==> config.mk <==
export PLATFORM = sky130hd
export DESIGN_NAME = sc_bitstream_decoder
export DESIGN_NICKNAME = d
export VERILOG_FILES = /design/src/rtl/sc_pkg.sv /design/src/rtl/sc_dec_outreg.sv /design/src/rtl/sc_bitstream_decoder.sv
export SDC_FILE = /design/constraint.sdc
export NUM_CORES = 1
export LEC_CHECK = 0
export ABC_AREA = 1
export BUFFER_PORTS_ARGS = -buffer_cell sky130_fd_sc_hd__clkbuf_2
export CAP_MARGIN = 25
export CORE_MARGIN = 1.5
export CORE_UTILIZATION = 30
export CTS_BUF_LIST = sky130_fd_sc_hd__clkbuf_4 sky130_fd_sc_hd__clkbuf_8
export DETAILED_ROUTE_END_ITERATION = 8
export SLEW_MARGIN = 20
export SYNTH_ARGS = -nofsm -noshare
export SYNTH_HDL_FRONTEND = slang
export SYNTH_SLANG_ARGS = --single-unit
==> constraint.sdc <==
create_clock -name clk -period 1.3 [get_ports clk]
set_input_delay 0.195 -clock clk [delete_from_list [all_inputs] [get_ports clk]]
set_output_delay 0.195 -clock clk [all_outputs]
set_load 0.005 [all_outputs]
==> src/rtl/sc_pkg.sv <==
// rtl/sc_pkg.sv - shared types and sizing for the stochastic computing blocks
package sc_pkg;

  // Default window exponent: N = 2^SC_LOG_LEN bits per window
  localparam int SC_LOG_LEN = 6;

  // Accumulation state shared by the stochastic decoders
  typedef enum logic {
    IDLE = 1'b0,
    ACC  = 1'b1
  } sc_state_e;

  // Result width: a count of 0..N needs LOG_LEN+1 bits, and the signed
  // bipolar form -N..+N needs one more
  function automatic int sc_res_width(input int log_len);
    return log_len + 2;
  endfunction

endpackage

==> src/rtl/sc_dec_outreg.sv <==
// rtl/sc_dec_outreg.sv - valid/ready result holding register with overrun flag
module sc_dec_outreg #(
  parameter int W = 8
) (
  input  logic         clk,
  input  logic         rst_n,
  input  logic         load_vld,
  input  logic [W-1:0] load_data,
  output logic [W-1:0] res,
  output logic         res_vld,
  input  logic         res_rdy,
  output logic         ovf,
  input  logic         ovf_clr
);

  logic accept_load;
  logic drop;

  // A new result fits when the register is empty or being drained this cycle
  assign accept_load = load_vld && (!res_vld || res_rdy);
  assign drop        = load_vld && !accept_load;

  // Hold the result until the consumer takes it; a reload on the consuming
  // edge keeps res_vld high
  always_ff @(posedge clk or negedge rst_n) begin
    if (!rst_n) begin
      res     <= '0;
      res_vld <= 1'b0;
    end else if (accept_load) begin
      res     <= load_data;
      res_vld <= 1'b1;
    end else if (res_rdy) begin
      res_vld <= 1'b0;
    end
  end

  // Sticky drop flag; a drop in the same cycle as a clear wins
  always_ff @(posedge clk or negedge rst_n) begin
    if (!rst_n) begin
      ovf <= 1'b0;
    end else if (drop) begin
      ovf <= 1'b1;
    end else if (ovf_clr) begin
      ovf <= 1'b0;
    end
  end

endmodule

==> src/rtl/sc_bitstream_decoder.sv <==
// rtl/sc_bitstream_decoder.sv - stochastic-to-binary window counter; SC_DECODER_BIPOLAR_EN selects signed output
module sc_bitstream_decoder
  import sc_pkg::*;
#(
  parameter  int LOG_LEN = SC_LOG_LEN,
  localparam int RW      = sc_res_width(LOG_LEN)
) (
  input  logic          clk,
  input  logic          rst_n,
  input  logic          start,
  input  logic          cont,
  input  logic          stop,
  input  logic          bit_in,
  input  logic          bit_vld,
  output logic [RW-1:0] res,
  output logic          res_vld,
  input  logic          res_rdy,
  output logic          busy,
  output logic          ovf,
  input  logic          ovf_clr
);

  sc_state_e          state, state_nxt;
  logic [LOG_LEN-1:0] bit_cnt;
  logic [LOG_LEN:0]   ones_cnt;
  logic               cont_q;

  logic               acc_bit;
  logic               win_end;
  logic [LOG_LEN:0]   final_count;
  logic [RW-1:0]      res_word;

  // A bit counts only in ACC and only when no start/stop overrides the cycle
  assign acc_bit     = (state == ACC) && !start && !stop && bit_vld;
  assign win_end     = acc_bit && (&bit_cnt);
  assign final_count = ones_cnt + {{LOG_LEN{1'b0}}, bit_in};

`ifdef SC_DECODER_BIPOLAR_EN
  localparam logic [RW-1:0] N_WORD = RW'(1) << LOG_LEN;
  assign res_word = {final_count, 1'b0} - N_WORD;
`else
  assign res_word = {1'b0, final_count};
`endif

  // State register
  always_ff @(posedge clk or negedge rst_n) begin
    if (!rst_n) begin
      state <= IDLE;
    end else begin
      state <= state_nxt;
    end
  end

  // Next state and busy; start beats stop, window end leaves unless continuous
  always_comb begin
    state_nxt = state;
    busy      = 1'b0;
    case (state)
      IDLE: begin
        if (start) state_nxt = ACC;
      end
      ACC: begin
        busy = 1'b1;
        if (start) begin
          state_nxt = ACC;
        end else if (stop) begin
          state_nxt = IDLE;
        end else if (win_end && !cont_q) begin
          state_nxt = IDLE;
        end
      end
      default: state_nxt = IDLE;
    endcase
  end

  // Window counters; restart on the window-end edge so no bit is lost
  always_ff @(posedge clk or negedge rst_n) begin
    if (!rst_n) begin
      bit_cnt  <= '0;
      ones_cnt <= '0;
      cont_q   <= 1'b0;
    end else if (start) begin
      bit_cnt  <= '0;
      ones_cnt <= '0;
      cont_q   <= cont;
    end else if ((state == ACC) && stop) begin
      bit_cnt  <= '0;
      ones_cnt <= '0;
    end else if (acc_bit) begin
      if (win_end) begin
        bit_cnt  <= '0;
        ones_cnt <= '0;
      end else begin
        bit_cnt  <= bit_cnt + 1'b1;
        ones_cnt <= final_count;
      end
    end
  end

  sc_dec_outreg #(
    .W (RW)
  ) u_outreg (
    .clk       (clk),
    .rst_n     (rst_n),
    .load_vld  (win_end),
    .load_data (res_word),
    .res       (res),
    .res_vld   (res_vld),
    .res_rdy   (res_rdy),
    .ovf       (ovf),
    .ovf_clr   (ovf_clr)
  );

endmodule

======== Yosys cells after proc, flatten, opt, wreduce, memory -nomap -nowiden ========
Index checks and enable logic that the tools add are counted.
storage, ports and cells
  bits in registers ....................... 24
  input port bits ......................... 9
  output and inout bits ................... 11
  logic and storage cells ................. 46
cells by class
  $add $sub $neg .......................... 2
  mux-type cells .......................... 18
  bitwise operators ....................... 1
  reduce and logical (&&, ||, !) cells .... 18
operators with widths
  operator               number
  $mux W7                4
  $mux W6                4
  $mux W1                9
  $logic_and A1 B1 Y1    8
  $add A7 B1 Y7          1
  $add A6 B1 Y6 const B  1
  $reduce_and A6 Y1      1
  $logic_not A1 Y1       5
  $reduce_bool A2 Y1     2
  $reduce_bool A3 Y1     1
  $pmux W1 S2            1
  $logic_or A1 B1 Y1     1
  $not A1 Y1             1

======== Depth between registers and ports, before layout ========
  depth in word-level cells ............... 10
  gate-level depth with buffers ........... 9
  depth with buffers taken out ............ 9

======== Cells and area by module ========
From an unflattened synthesis, not the netlist that was laid out.
second synthesis, totals
  cell total of the unflattened synthesis .. 157
  area, all modules ....................... 1351.3 um2
by module, submodules not included
  module                times used  cells an instance  area an instance (um2)  seq. area each (um2)
  sc_bitstream_decoder  1           114                877.1                   375.4
  sc_dec_outreg         1           43                 474.2                   250.2

======== Least setup slack after synthesis ========
OpenSTA, ideal clock, no wires.
  kind .................................... flip-flop to flip-flop
  start ................................... register bit_cnt[0]
  end ..................................... register state
  setup time .............................. 0.120 ns
  data arrival time ....................... 1.103 ns
  required time ........................... 1.180 ns
  path slack .............................. 0.077 ns
  cell stages (with the launch flop) ...... 7
  buffers on the path ..................... 0
  period minus slack after synthesis ...... 1.223 ns
  cell sequence ........................... dfrtp_1 -> ha_1 -> nand3_2 -> nor2_4 -> nand2_4 -> o21ai_0 -> inv_1
between the ends
  longest elaborated chain between the ends .. 7
ends and longest elaborated chain
  what                    line                        RTL
  from (decl)             sc_bitstream_decoder.sv:24  logic [LOG_LEN-1:0] bit_cnt;
  from (signal assigned)  sc_bitstream_decoder.sv:94  bit_cnt <= bit_cnt + 1'b1;
  $reduce_and A6 Y1       sc_bitstream_decoder.sv:35  assign win_end = acc_bit && (&bit_cnt);
  $logic_and A1 B1 Y1     sc_bitstream_decoder.sv:35
  $logic_and A1 B1 Y1     sc_bitstream_decoder.sv:68  end else if (win_end && !cont_q) begin
  $mux W1                 sc_bitstream_decoder.sv:68
  $mux W1                 sc_bitstream_decoder.sv:66  end else if (stop) begin
  $mux W1                 sc_bitstream_decoder.sv:64  if (start) begin
  $pmux W1 S2             sc_bitstream_decoder.sv:58  case (state)
  net state_nxt           sc_bitstream_decoder.sv:23  sc_state_e state, state_nxt;
  to (signal assigned)    sc_bitstream_decoder.sv:50  state <= state_nxt;
  to (decl)               sc_bitstream_decoder.sv:23
The timed path passes the listed nets, and every way through them passes these cells.
A chain may end at the register's enable or synchronous reset.

======== Final worst setup path ========
  start ................................... register bit_cnt[0]
  end ..................................... register u_outreg.res[2]
between the ends
  longest elaborated chain between the ends .. 3
ends and longest elaborated chain
  what                  line                        RTL
  $reduce_and A6 Y1     sc_bitstream_decoder.sv:35
  $logic_and A1 B1 Y1   sc_bitstream_decoder.sv:35
  $logic_and A1 B1 Y1   sc_dec_outreg.sv:20         assign accept_load = load_vld && (!res_vld || res_rdy);
  to (signal assigned)  sc_dec_outreg.sv:30         res <= load_data;
  to (decl)             sc_dec_outreg.sv:9          output logic [W-1:0] res,
Every way passes these cells.

==> out/metrics.yaml <==
violations: "setup timing"
core_um2: 3770
fin_nets: 194
drive_gt1_frac: 0.272
whs_ns: 0.123
final_cell_area_um2: 1550
portBuffers: 18
cts_root_buffer: "clkbuf_8"
synthXorXnorAreaFrac: 0.0145
placed_area_um2: 1410
syn_to_final_growth_pct: 28.4
drt-pass1-iter-count: 4
grt_overflow: 0
die_height_um: 66.5
worstSetupEndpointType: "register"
hold_viol_final: 0
antenna_cells: 0
die-area_um2: 4420
drv_cap: 0
fmax_ghz: 0.755
grt_pass1_wl_um: 4260
mostFrequentLayoutCells: "51 x nand2_1, 24 x dfrtp_1, 19 x inv_1, 18 x clkbuf_2, 10 x buf_4"
final_common_cell: "nand2_1"
p_per_area_nw_per_um2: 840
fin_cells: 228
synth_top_family_by_area: "simple AND/OR/NAND/NOR gates"
yosysSeqAreaShare: 0.496
synthAdderAreaFrac: 0.0310
die_width_um: 66.5
cp-start-kind: "register"
synth_mux_area_frac: 0
ios: 20
yosys.area_share.simple: 0.291
syn_area_per_cell_um2: 8.18
worst_ir_drop_vdd_uv: 361
cts.path.max_buffers: 2
start_util: 0.321
setup_tns_ns: -0.0532
dp_hpwl_um: 1760
cts_tree: "yes"
maxSlewViolCount: 0
worstPathArrival_ns: 1.48
grt_setup_unrepaired: "yes"
required_ns: 1.45
fin_worst_skew_ns: 0.00243
setup_viol: 4
clk_pin_slew_ns: 0.08
finalPower_mw: 1.31
ys.warnings.count: 0
syn-instance-count: 148
worstSkewPairLatency_ns: 0.26
drtAntennaViolNets: 0
finalWorstSetupSlack_ns: -0.0241
num_rows: 22
routed_wl_um: 2590
yosys_register_bits: 24
num_vias: 1034
p_leak_nw: 0.812
grt_pass1_vias: 1000
synth.cell_area_um2: 1210
synth_compound_area_frac: 0.0962
period_minus_slack_ns: 1.32
worst-path-max-fanout: 5
routedWlPerCell_um: 11.4
synth.distinct_cells: 24
vias_per_cell: 4.54
cts_num_sinks: 24
syn_nets: 160
drt_first_iter_violations: 41
worstSetupPathType: "register to register"
grt_usage: 0.126
post-place-cells: 221
grt_max_degree: 25
hold_class: "input pin to register"
cts_made_buffers: 3
ctsHtreeMaxLevel: 1
period_share: 1.02
place_congestion: 0.805
drc_errors: 0
status: "finished, violations left"
antenna_found_initial: 0
[metal layers]
| metal | wire length (µm) | share of wire | vias to the layer above | track usage |
|---|---|---|---|---|
| met4 | 17 | 0.0066 | 0 | 0.0255 |
| met5 | 0 | 0 | - | 0 |
| met3 | 94 | 0.036 | 2 | 0.0372 |
| met1 | 1230 | 0.48 | 481 | 0.154 |
| met2 | 1240 | 0.48 | 22 | 0.219 |
| li1 | - | - | 529 | - |
[repair_timing]
action | in CTS | in global routing
setup buffers | 1 | 2
resized for setup | 5 | 11
pin swaps | 5 | 8
cloned | 0 | 1
hold endpoints to repair | 24 | 0
hold buffers | 1 | 0
endpoints found under the setup margin | 3 | 18
[metrics by stage]
step	util	setup WS, ns
finish	0.412	-0.0241
global route	0.412	-0.0949
CTS	0.395	0.00494
detailed placement	0.375	-0.00596
global placement	0.375	-0.0109
floorplan	-	0.0770
[worst paths after layout]
kind	startpoint	endpoint	slack (ns)	cells after the start
max	bit_cnt[0]	u_outreg.res[2]	-0.02	6
min in group asynchronous	rst_n	u_outreg.res[2]	0.44	3
min	cont	cont_q	0.12	3
max reg2reg	bit_cnt[0]	u_outreg.res[2]	-0.02	6
max in group asynchronous	rst_n	ones_cnt[5]	0.62	3
min reg2reg	cont_q	cont_q	0.48	2
[Yosys cell counts (all sizes together)]
library cell	n	area (µm²)
nand2	55	216
dfrtp	24	601
inv	20	75.1
o21ai	15	82.6
nor2	11	63.8
nand3	8	57.6
a21oi	4	20.0
ha	3	37.5
buf	1	7.51
conb	1	3.75
nand3b	1	7.51
nand4	1	6.26
o21bai	1	7.51
o22ai	1	6.26
xnor2	1	8.76
xor2	1	8.76
[worst max-delay path, cell delays in order (launching register included)]
cell and delay (ns):
dfrtp_1 0.41, ha_4 0.18, nand3_4 0.09, nor2_4 0.21, nand3_2 0.18, nand2_1 0.09, o21ai_1 0.05
[power breakdown]
part | switching [mW] | internal [mW]
Combinational | 0.0641 | 0.0420
Sequential | 0.00781 | 0.754
Clock | 0.230 | 0.207
Total | 0.302 | 1.00
[cell type report]
class / instances / area (µm²)
Tap cell: 48 / 60.1
Sequential cell: 24 / 601
Inverter: 20 / 75.1
Clock buffer: 3 / 41.3
Timing Repair Buffer: 29 / 175
Fill cell: 395 / 2220
Multi-Input combinational cell: 104 / 602
[kinds of logic (layout without fill, tap and decap cells)]
logic type	Yosys count	count (layout)
AO/OA/AOI/OAI	21	21
XOR/XNOR	2	2
adder cells (fa/ha/maj)	3	3
buffers and inverters	21	52
flip-flops	24	24
other	1	1
AND/OR/NAND/NOR	76	77
[flip-flops by register name (all words and copies together), names as in the netlist]
signal,count
u_outreg.res,7
u_outreg.res_vld,1
state,1
ones_cnt,7
cont_q,1
u_outreg.ovf,1
bit_cnt,6
Note: power is estimated with default switching activity, not from simulation.
